<file path="config.mk">
export PLATFORM = sky130hd
export DESIGN_NAME = custom_func_arbiter
export DESIGN_NICKNAME = d
export VERILOG_FILES = /design/src/rtl/custom_func_arbiter.sv
export SDC_FILE = /design/constraint.sdc
export NUM_CORES = 1
export LEC_CHECK = 0
export CORE_AREA = 2 2 161 163
export DETAILED_ROUTE_END_ITERATION = 8
export DIE_AREA = 0 0 163 165
export PLACE_DENSITY = 0.67
export SYNTH_ARGS = -nofsm -noshare
export SYNTH_HDL_FRONTEND = slang
export SYNTH_SLANG_ARGS = --single-unit
</file>
<file path="constraint.sdc">
create_clock -name clk -period 6 [get_ports clk]
set_input_delay 1.5 -clock clk [delete_from_list [all_inputs] [get_ports clk]]
set_output_delay 1.5 -clock clk [all_outputs]
set_load 0.01 [all_outputs]
</file>
<file path="src/rtl/custom_func_arbiter.sv">
// custom_func_arbiter: round-robin sharing of one start/finish custom function among NUM_REQ callers
module custom_func_arbiter #(
  parameter int NUM_REQ = 4,
  parameter int DATA_W  = 32,
  parameter int TIMEOUT = 255,
  parameter int CNT_W   = 16,
  localparam int ID_W   = (NUM_REQ > 1) ? $clog2(NUM_REQ) : 1
) (
  input  logic                      clk,
  input  logic                      reset,
  input  logic [NUM_REQ-1:0]        req_valid,
  input  logic [NUM_REQ*DATA_W-1:0] req_arg_i,
  input  logic [NUM_REQ*DATA_W-1:0] req_arg_j,
  output logic [NUM_REQ-1:0]        req_ready,
  output logic [NUM_REQ-1:0]        rsp_valid,
  input  logic [NUM_REQ-1:0]        rsp_ready,
  output logic [DATA_W-1:0]         rsp_data,
  output logic                      rsp_error,
  output logic                      acc_start,
  output logic [DATA_W-1:0]         acc_arg_i,
  output logic [DATA_W-1:0]         acc_arg_j,
  input  logic                      acc_finish,
  input  logic [DATA_W-1:0]         acc_return_val,
  output logic                      busy,
  output logic [ID_W-1:0]           grant_id,
  output logic                      spurious_finish
);
  typedef enum logic [1:0] {IDLE, ISSUE, WAIT, RESP} state_t;
  state_t            state_q, state_d;
  logic [ID_W-1:0]   last_q, last_d, grant_q, grant_d, win, idx;
  logic              found;
  logic [DATA_W-1:0] arg_i_q, arg_i_d, arg_j_q, arg_j_d, data_q, data_d;
  logic              err_q, err_d, spur_q, spur_d;
  logic [CNT_W-1:0]  cnt_q, cnt_d;

  // first requesting index after the previous owner, wrapping modulo NUM_REQ
  always_comb begin
    found = 1'b0;
    win   = last_q;
    idx   = '0;
    for (int k = 1; k <= NUM_REQ; k++) begin
      idx = ID_W'((int'(last_q) + k) % NUM_REQ);
      if (!found && req_valid[idx]) begin
        found = 1'b1;
        win   = idx;
      end
    end
  end

  always_comb begin
    state_d   = state_q;
    last_d    = last_q;
    grant_d   = grant_q;
    arg_i_d   = arg_i_q;
    arg_j_d   = arg_j_q;
    data_d    = data_q;
    err_d     = err_q;
    cnt_d     = cnt_q;
    spur_d    = spur_q | (acc_finish && (state_q == IDLE || state_q == RESP));
    req_ready = '0;
    rsp_valid = '0;
    acc_start = 1'b0;
    case (state_q)
      IDLE: if (found) begin
        req_ready[win] = 1'b1;
        grant_d        = win;
        arg_i_d        = req_arg_i[int'(win)*DATA_W +: DATA_W];
        arg_j_d        = req_arg_j[int'(win)*DATA_W +: DATA_W];
        state_d        = ISSUE;
      end
      ISSUE: begin
        acc_start = 1'b1;
        cnt_d     = '0;
        if (acc_finish) begin
          data_d  = acc_return_val;
          err_d   = 1'b0;
          state_d = RESP;
        end else state_d = WAIT;
      end
      WAIT: if (acc_finish) begin
        data_d  = acc_return_val;
        err_d   = 1'b0;
        state_d = RESP;
      end else if (cnt_q == CNT_W'(TIMEOUT - 1)) begin
        data_d  = '0;
        err_d   = 1'b1;
        state_d = RESP;
      end else cnt_d = cnt_q + 1'b1;
      RESP: begin
        rsp_valid[grant_q] = 1'b1;
        if (rsp_ready[grant_q]) begin
          last_d  = grant_q;
          state_d = IDLE;
        end
      end
      default: state_d = IDLE;
    endcase
    // handshake strobes are suppressed while reset is asserted
    if (reset) begin
      req_ready = '0;
      rsp_valid = '0;
      acc_start = 1'b0;
    end
  end

  always_ff @(posedge clk) begin
    if (reset) begin
      state_q <= IDLE;
      last_q  <= ID_W'(NUM_REQ - 1);
      grant_q <= '0;
      arg_i_q <= '0;
      arg_j_q <= '0;
      data_q  <= '0;
      err_q   <= 1'b0;
      spur_q  <= 1'b0;
      cnt_q   <= '0;
    end else begin
      state_q <= state_d;
      last_q  <= last_d;
      grant_q <= grant_d;
      arg_i_q <= arg_i_d;
      arg_j_q <= arg_j_d;
      data_q  <= data_d;
      err_q   <= err_d;
      spur_q  <= spur_d;
      cnt_q   <= cnt_d;
    end
  end

  assign acc_arg_i       = arg_i_q;
  assign acc_arg_j       = arg_j_q;
  assign rsp_data        = data_q;
  assign rsp_error       = err_q;
  assign busy            = state_q != IDLE;
  assign grant_id        = grant_q;
  assign spurious_finish = spur_q;
endmodule

</file>
After elaboration in Yosys (flattened, before gate mapping). Cells that the tools add are included. Widths: inputs -> output; s select.

Bits in registers: 120. Bits in latches: 0. Bits in writable memories: 0. Bits in read-only memories: 0. Input port bits: 299. Output and inout port bits: 110. Memories: 0.

$add $sub $neg: 5. Multiply operators: 0. Divide/modulo/power cells: 0. Magnitude comparators: 8. Eq/ne operators: 10. Shifts and indexed selects: 2. Muxes and demuxes: 46. Bitwise operators: 1. Reduce and logical (&&, ||, !) cells: 18.

Operators with widths (count): $shiftx 128x8->32 (2); $mux 32 (3); $pmux 32 s2 (1); $mux 16 (2); $pmux 16 s2 (1); $mux 4 (5); $lt 2x3->1 const B (6); $mux 1 (17); $add 16x1->16 const B (1); $eq 16x8->1 const B (1); $mux 2 (8); $bmux 1 s2 (5); $reduce_and 3->1 (3); $ne 2x2->1 const B (4); $pmux 2 s4 (1); $logic_and 1x1->1 (6); $add 2x1->2 const B (2); $add 2x2->2 const B (2); $demux 1 s2 (2); $eq 2x2->1 const B (2); $ge 2x1->1 const B (2); $reduce_and 2->1 (2); $reduce_bool 2->1 (2); $logic_not 1->1 (3); 7 further kinds (7).

Logic depth before layout (Yosys ltp). Gate-level depths: netlist of run 1.

Depth in word-level cells: 20. Mapped depth: 9. Gate-level depth less buffers: 7.

Worst setup path after synthesis of run 1. No wires, ideal clock.

Path type: input to output. Start: input port req_valid[1]. End: output port req_ready[0]. Arrival: 2.586 ns. Required time: 4.500 ns. Path slack: 1.914 ns. Stages: 6. Path buffers: 2. Path through: and2_1 o21ai_0 buf_2 buf_1 nand2_1 nor2_1.

Word-level cells in the longest chain between the ends: 19.

Ends and longest elaborated chain: start, declared (line 11) `input logic [NUM_REQ-1:0] req_valid,`; $bmux 1 s2 (line 43) `if (!found && req_valid[idx]) begin`; $mux 1 (implied by the code) (line 43); $mux 1 (line 43); $logic_not 1->1 (line 43); $logic_and 1x1->1 (line 43); $mux 1 (line 43); $logic_not 1->1 (line 43); $logic_and 1x1->1 (line 43); (+3 left out); $mux 2 (line 43); $lt 2x3->1 (implied by the code) / $ge 2x1->1 (equally long branches) (line 65) `req_ready[win] = 1'b1;`; $logic_and 1x1->1 (implied by the code) (line 65); $mux 1 (implied by the code) (line 65); $demux 1 s2 (line 65); $mux 4 * (line 64) `IDLE: if (found) begin`; $mux 4 * (line 63) `case (state_q)`; $mux 4 * (line 99) `if (reset) begin`; end, declared (line 14) `output logic [NUM_REQ-1:0] req_ready,`.

Mark *: on every way between the ends. The rest lies on a longest branch, timed or not. The select of a mux whose other input is x is not followed.

Final worst setup path of run 1.
Start: input port req_valid[3]. End: output port req_ready[1].

The elaborated chain is that of the path after synthesis.

==> impl_summary.log, run 1 <==
[metrics] run status: complete, no violations
[metrics] critical path's most frequent cell: sky130_fd_sc_hd__clkdlybuf4s50_1
[metrics] Worst Hold Depth: 2
[metrics] floorplan die area: about 27000 um^2
[metrics] category of the worst setup path launch point: input port
[metrics] register area share after synthesis: 0.359
[metrics] core area: between 20000 and 30000 um^2
[metrics] dominant synthesized flop cell: sky130_fd_sc_hd__dfxtp_1
[metrics] WL final: 28500 um
[metrics] DRT Pass-1 Iters: 4
[metrics] end of the worst register-to-register path: acc_arg_i[13]
[metrics] largest buffer count on any clock path: 2
[metrics] Final GP Congestion: approximately 0.8
[metrics] hold violation count in the final report: 0
[metrics] category of the worst setup path capture point: output pin
[metrics] share of flip-flops with an asynchronous set or reset after synthesis: 0
[metrics] NumNets Final: 1487
[metrics] I/O Buffers: between 400 and 500
[metrics] number of DRC markers in iteration 0: 441
[metrics] per-cell routed wire length: 18.7 um
[metrics] Post-route DRC: 0
[metrics] Cell variety after synth: 52
[metrics] # Post-CTS Setup Buffers: 0
[metrics] cell area after layout: between 10000 and 15000 um^2
[metrics] endpoint required time on the critical path: 4.50 ns
[metrics] cell family contributing the most delay on the critical path: buffers and inverters
[metrics] Layout Skew: ~0.010 ns
[metrics] fraction of final layout cells sized beyond drive strength 1: 0.0503
[metrics] total global routing overflow: 0
[metrics] vias in the first global route: 7325
[metrics] top cells by area, synth: sky130_fd_sc_hd__dfxtp_1, sky130_fd_sc_hd__mux2i_1, sky130_fd_sc_hd__o211ai_1
[metrics] sum of net half-perimeters after detailed placement: 19700 um
[metrics] slowest stage cell, crit path: sky130_fd_sc_hd__clkdlybuf4s50_1
[metrics] P&R area growth vs syn: 71.9%
[metrics] Row Count: 58
[metrics] clock network latency to the later pin of the worst-skew pair: 0.41 ns
[metrics] area share of the largest cell type after synthesis: 0.359
[metrics] Critical Path Stages: 6
[metrics] number of antenna violations at the first check in global routing: 0
[metrics] clock tree from TritonCTS: done
[metrics] hold endpoint: rsp_data[26]
[metrics] time the final worst path needs with I/O delays and setup: 5.24 ns
[metrics] synthesized net count: 1121
[metrics] Slew Limit Fails: 0
[metrics] setup TNS: 0 ns
[metrics] register bit total from synthesis: 120
[metrics] DR vias/cell: 4.91
[metrics] worst reg2reg setup slack: 3.51 ns
[metrics] ports placed on the boundary: between 400 and 500
[metrics] maximum number of pins on one net before global-route repair: 65
[metrics] area after detailed placement: ~11000 um^2
[metrics] Worst VDD drop: 0.000224 V
[metrics] All-Layer GR Usage: 0.201
[metrics] Worst Setup Path Type: in -> out
[metrics] maximum cell stage delay along the critical path: roughly 0.57 ns
[metrics] maximum capacitance violations: 0
[metrics] Yosys warning total: 0
[metrics] Root Driver: sky130_fd_sc_hd__clkbuf_16
[metrics] total number of vias: 7492
[metrics] share of the clock period used by the worst path: 0.873
[metrics] number of enable-type register cells in the synthesized netlist: 0
[metrics] top-count cell post-synth: sky130_fd_sc_hd__dfxtp_1
[metrics] worst-case hold slack: 0.474 ns
[metrics] worst-path fanout max: 26
[metrics] number of hold buffers added after cts: 0
[metrics] Num CTS Buffers: 17
[metrics] number of instances in the synthesized netlist: between 800 and 900
[metrics] area leader, netlist: sky130_fd_sc_hd__dfxtp_1
[metrics] Sinks on Clock Net: 120
[metrics] Slew HR: 0.407
[metrics] clock-pin transition on the worst setup and hold timing paths: roughly 0.070 ns
[metrics] first-pass GRT wire length: about 42000 um
[metrics] syn_area_per_cell: 8.22 um^2
[metrics] transition time of the tightest slew-check pin: 0.886 ns
[metrics] mapped cell area: ~6700 um^2
[metrics] Initial Util: 0.268
[metrics] number of levels the H-tree was split into: 4
[metrics] power density cells: 333 nW/um^2
[metrics] unrepaired setup endpoints after global routing: no
[metrics] die height: 165 um
[metrics] Leakage Power: 4.30 nW
[metrics] startpoint of the worst hold path: rsp_data[26]
[metrics] setup violators final: 0
[metrics] class of the tightest hold or removal check: reg -> reg
[metrics] Crit path arrival time: 3.74 ns
[metrics] Register-to-Register Path Depth: 6
[metrics] highest achievable clock rate: 191 MHz
[metrics] post-CTS sizing: 0
[metrics] ordered list of cells on the worst path: clkdlybuf4s50_1 > and3b_1 > nor3_1 > o21ai_4 > nor2_1 > clkdlybuf4s50_1
[metrics] top cells by count, synth: sky130_fd_sc_hd__dfxtp_1, sky130_fd_sc_hd__nand2_1, sky130_fd_sc_hd__o21ai_0, sky130_fd_sc_hd__nand3_1
[metrics] launch instance of the worst register-to-register path: last_q[1]
[metrics] remaining number of nets flagged by the antenna check after routing: 0
[metrics] horizontal die dimension: 163 um
[metrics] Worst Path Buf+Inv: 2
worst max-delay path by stage:
stage	to	start	slack (ns)
finish	req_ready[1]	req_valid[3]	0.76
global route	req_ready[1]	req_valid[3]	0.70
CTS	req_ready[1]	req_valid[3]	0.74
detailed placement	req_ready[1]	req_valid[3]	0.74
global placement	req_ready[1]	req_valid[3]	0.81
floorplan	req_ready[0]	req_valid[1]	1.91
power by group:
part / internal [mW] / leakage (nW) / switching (mW)
combinational: 0.811 / 3.02 / 0.787
clock: 0.630 / 0.294 / 0.446
sequential: 1.02 / 0.983 / 0.134
total: 2.46 / 4.30 / 1.37
placed cells by master, fill, tap and decap left out, types with 3 or more instances in the layout:
| cell type | n |
|---|---|
| sky130_fd_sc_hd__o21ai_4 | 3 |
| sky130_fd_sc_hd__o21ai_1 | 7 |
| sky130_fd_sc_hd__buf_4 | 13 |
| sky130_fd_sc_hd__clkbuf_16 | 17 |
| sky130_fd_sc_hd__o21ai_0 | 94 |
| sky130_fd_sc_hd__nor3_1 | 4 |
| sky130_fd_sc_hd__clkdlybuf4s50_1 | 408 |
| sky130_fd_sc_hd__inv_1 | 8 |
| sky130_fd_sc_hd__nand3_1 | 68 |
| sky130_fd_sc_hd__nor2_1 | 28 |
| sky130_fd_sc_hd__inv_6 | 8 |
| sky130_fd_sc_hd__a21oi_1 | 38 |
| sky130_fd_sc_hd__nand2_1 | 104 |
| sky130_fd_sc_hd__mux2i_1 | 66 |
| sky130_fd_sc_hd__xor2_1 | 12 |
| sky130_fd_sc_hd__nand4_1 | 3 |
| sky130_fd_sc_hd__nor4_1 | 3 |
| sky130_fd_sc_hd__o2111ai_1 | 3 |
| sky130_fd_sc_hd__a211oi_1 | 3 |
| sky130_fd_sc_hd__nand2b_1 | 3 |
| sky130_fd_sc_hd__a21o_1 | 64 |
| sky130_fd_sc_hd__and4_1 | 3 |
| sky130_fd_sc_hd__ha_1 | 7 |
| sky130_fd_sc_hd__o211ai_1 | 66 |
| sky130_fd_sc_hd__dfxtp_1 | 120 |
layer usage:
| metal | GRT usage | share of wire | vias up |
|---|---|---|---|
| li1 | - | - | 3682 |
| met3 | 0.0600 | 0.081 | 35 |
| met2 | 0.347 | 0.49 | 278 |
| met5 | 0 | 0 | - |
| met1 | 0.237 | 0.41 | 3497 |
| met4 | 0.0716 | 0.021 | 0 |
layout make-up:
type | count | area (um^2)
inverters | 8 | 30.0
well taps | 330 | 413
flip-flops and latches | 120 | 2400
repair buffers | 421 | 4180
clock buffers | 17 | 425
fillers | 2430 | 13500
clock inverters | 15 | 178
multi-input cells | 613 | 3880
diodes | 1 | 2.50
tightest hold or removal path: cells and delay by family, from the launching register on:
| family | cells | cell delay, ns |
|---|---|---|
| AO/OA/AOI/OAI | 2 | 0.13 |
| flip-flops | 1 | 0.31 |
sequential cells by signal, indices dropped and copies added, names as in the netlist:
register and count:
cnt_q 16, last_q 2, rsp_error 1, acc_arg_j 32, acc_arg_i 32, rsp_data 32, state_q 2, grant_id 2
spurious_finish 1
kinds of logic (layout without fill, tap and decap cells):
logic type               count (synthesis)  after routing  synth area share
flip-flops                             120            120             0.359
other                                    0              1                 0
AO/OA/AOI/OAI                          290            290             0.276
AND/OR/NAND/NOR                        236            236             0.165
XOR/XNOR                                13             13            0.0170
buffers and inverters                   82            461            0.0685
adder cells (fa/ha/maj)                  7              7            0.0131
multiplexers                            67             67             0.102
metrics by stage:
stage	worst slack (ns)	util	cells	total power [mW]
2_1_floorplan	1.91	-	815	1.93
3_3_place_gp	0.811	0.436	1492	2.76
5_1_grt	0.703	0.460	1524	4.05
3_5_place_dp	0.740	0.436	1492	2.78
4_1_cts	0.739	0.460	1524	3.88
6_report	0.764	0.460	1525	3.83
(Power assumes the default switching activity.)
==> run 2: changes to the inputs <==
--- a/config.mk
+++ b/config.mk
@@ -8,7 +8,7 @@
 export CORE_AREA = 2 2 161 163
 export DETAILED_ROUTE_END_ITERATION = 8
 export DIE_AREA = 0 0 163 165
-export PLACE_DENSITY = 0.67
+export PLACE_DENSITY = 0.62
 export SYNTH_ARGS = -nofsm -noshare
 export SYNTH_HDL_FRONTEND = slang
 export SYNTH_SLANG_ARGS = --single-unit
==> impl_summary.log, run 2 (same netlist as run 1, synthesis figures left out) <==
[metrics] clock-pin transition on the worst setup and hold timing paths: 0.06 ns (about the same)
[metrics] number of antenna violations at the first check in global routing: 1 (+1)
[metrics] Clk pwr share: 0.276 (-0.005)
[metrics] number of levels the H-tree was split into: 4 (unchanged)
[metrics] time the final worst path needs with I/O delays and setup: 4.94 ns (-0.298 ns)
[metrics] clock tree from TritonCTS: done
[metrics] highest achievable clock rate: 203 MHz (+6.0%)
[metrics] power density cells: 331 nW/um^2 (-0.46%)
[metrics] Crit path arrival time: 3.44 ns (-0.30 ns)
[metrics] routed length on met2: 14500 um (+4.1%)
[metrics] fraction of final layout cells sized beyond drive strength 1: 0.0503 (unchanged)
[metrics] I/O Buffers: 408 (unchanged)
[metrics] ports placed on the boundary: 409 (unchanged)
[metrics] Leakage Power: 4.29 nW (-0.16%)
[metrics] DP Worst Slack: 1.05 ns (+0.312 ns)
[metrics] uppermost signal routing layer after detailed routing: met4
[metrics] floorplan die area: 26900 um^2 (unchanged)
[metrics] maximum capacitance violations: 0 (unchanged)
[metrics] class of the tightest hold or removal check: reg -> reg
[metrics] total placed cells including tap cells: 1492 (unchanged)
[metrics] share of the clock period used by the worst path: 0.823 (-0.0497)
[metrics] setup violators final: 0 (unchanged)
[metrics] most common library cell in the layout ignoring fill and taps: sky130_fd_sc_hd__clkdlybuf4s50_1
[metrics] total number of vias: 7579 (+1.2%)
[metrics] hold violation count in the final report: 0 (unchanged)
[metrics] All-Layer GR Usage: 0.207 (+0.00583)
[metrics] Row Count: 58 (unchanged)
[metrics] remaining number of nets flagged by the antenna check after routing: 0 (unchanged)
[metrics] category of the worst setup path capture point: output pin
[metrics] endpoint required time on the critical path: 4.50 ns (about the same)
[metrics] number of DRC markers in iteration 0: 432 (-2.0%)
[metrics] WL final: 29400 um (+2.9%)
[metrics] logic gate share of total power: 0.422 (+0.004)
[metrics] # Post-CTS Setup Buffers: 0 (unchanged)
[metrics] Final GP Congestion: 0.831 (+4.8%)
[metrics] post-CTS sizing: 0 (unchanged)
[metrics] proportion of total power due to net switching: 0.355 (-0.00176)
[metrics] cell area after layout: 11500 um^2 (about the same)
[metrics] number of hold buffers added after cts: 0 (unchanged)
[metrics] Layout Skew: 0.0107 ns (+0.000397 ns)
[metrics] maximum number of pins on one net before global-route repair: 65 (unchanged)
[metrics] Num CTS Buffers: 17 (unchanged)
[metrics] DRT Pass-1 Iters: 7 (+3)
[metrics] total global routing overflow: 0 (unchanged)
[metrics] largest buffer count on any clock path: 2 (unchanged)
[metrics] Layout Cells excl Fill: 1526 (+0.066%)
[metrics] area after detailed placement: 10900 um^2 (unchanged)
[metrics] Slew Limit Fails: 0 (unchanged)
[metrics] P&R area growth vs syn: 71.7% (about the same)
[metrics] Slew HR: 0.364 (-0.0434)
[metrics] vias in the first global route: 7313 (-0.16%)
[metrics] transition time of the tightest slew-check pin: 0.954 ns (+0.0684 ns)
[metrics] sum of net half-perimeters after detailed placement: 20700 um (+5.0%)
[metrics] relative contribution of sequential cells to total power: 0.302 (about the same)
[metrics] Root Driver: sky130_fd_sc_hd__clkbuf_16
[metrics] setup TNS: 0 ns (unchanged)
[metrics] clock network latency to the later pin of the worst-skew pair: 0.42 ns (about the same)
[metrics] NumNets Final: 1487 (unchanged)
[metrics] Sinks on Clock Net: 120 (unchanged)
[metrics] Post-route DRC: 0 (unchanged)
[metrics] Worst VDD drop: 0.000189 V (-16%)
[metrics] horizontal die dimension: 163 um (unchanged)
[metrics] net switching power: 1.35 mW (-1.0%)
[metrics] worst-path fanout max: 19 (-27%)
[metrics] category of the worst setup path launch point: input port
[metrics] per-cell routed wire length: 19.3 um (+2.9%)
[metrics] crit path setup slack, layout: 1.06 ns (+0.298 ns)
[metrics] total internal power: 2.46 mW (-0.26%)
[metrics] commonest non-fill, non-tap cells in the layout: sky130_fd_sc_hd__clkdlybuf4s50_1, sky130_fd_sc_hd__dfxtp_1, sky130_fd_sc_hd__nand2_1
[metrics] Finished Core Util: 0.459 (about the same)
[metrics] sum of routed wire segments on met1: 12200 um (+3.8%)
[metrics] Worst Setup Path Type: in -> out
[metrics] core area: 25000 um^2 (unchanged)
[metrics] Initial Util: 0.268 (unchanged)
[metrics] unrepaired setup endpoints after global routing: no
[metrics] run status: complete, no violations
[metrics] first-pass GRT wire length: 42800 um (+2.6%)
[metrics] die height: 165 um (unchanged)
[metrics] met3 routed WL: 2220 um (-3.7%)
[metrics] DR vias/cell: 4.97 (+1.1%)
run 2: cell types whose count changed in the layout (fill, tap and decap cells not counted):
cell and delta:
sky130_fd_sc_hd__clkinv_2 +2, sky130_fd_sc_hd__inv_6 -2, sky130_fd_sc_hd__clkinvlp_4 +1, sky130_fd_sc_hd__diode_2 +1
sky130_fd_sc_hd__inv_8 -1
run 2: worst paths after layout:
check	depth (start not counted)	startpoint	slack, ns	end
worst max-delay path	6	req_valid[1]	1.06	req_ready[3]
worst min-delay path	2	rsp_data[22]	0.47	rsp_data[22]
worst max register to register	6	last_q[1]	3.15	acc_arg_j[22]
worst min register to register	2	rsp_data[22]	0.47	rsp_data[22]
run 2: area by class of cell:
type                    count  area (um^2)
flip-flops and latches    120         2400
fillers                  2425        13500
well taps                 330          413
multi-input cells         613         3880
inverters                   8         30.0
diodes                      2         5.00
repair buffers            421         4180
clock inverters            15          166
clock buffers              17          425
run 2: through the flow:
| step | hold WS, ns | power, mW |
|---|---|---|
| 5_1_grt | 0.495 | 4.03 |
| 4_1_cts | 0.472 | 3.86 |
| 2_1_floorplan | 0.454 | 1.93 |
| 3_5_place_dp | 0.465 | 2.78 |
| 6_report | 0.471 | 3.81 |
| 3_3_place_gp | 0.456 | 2.77 |
run 2: routing by layer:
metal,up-vias,GRT usage
met5,-,0
met4,0,0.0571
met3,28,0.0605
met2,288,0.362
met1,3579,0.246
li1,3684,-
run 2: critical path: stages:
cell	delay, ns
sky130_fd_sc_hd__clkdlybuf4s50_1	0.47
sky130_fd_sc_hd__and2_1	0.22
sky130_fd_sc_hd__o21a_2	0.25
sky130_fd_sc_hd__nor2_8	0.38
sky130_fd_sc_hd__nor2_1	0.10
sky130_fd_sc_hd__clkdlybuf4s50_1	0.50
run 2: power by group through the flow:
stage          clock (mW)  combinational, mW  sequential [mW]
3_3_place_gp            0               1.62             1.16
5_1_grt              1.12               1.74             1.18
4_1_cts              1.08               1.62             1.15
3_5_place_dp            0               1.62             1.17
6_report             1.05               1.61             1.15
2_1_floorplan           0              0.677             1.25
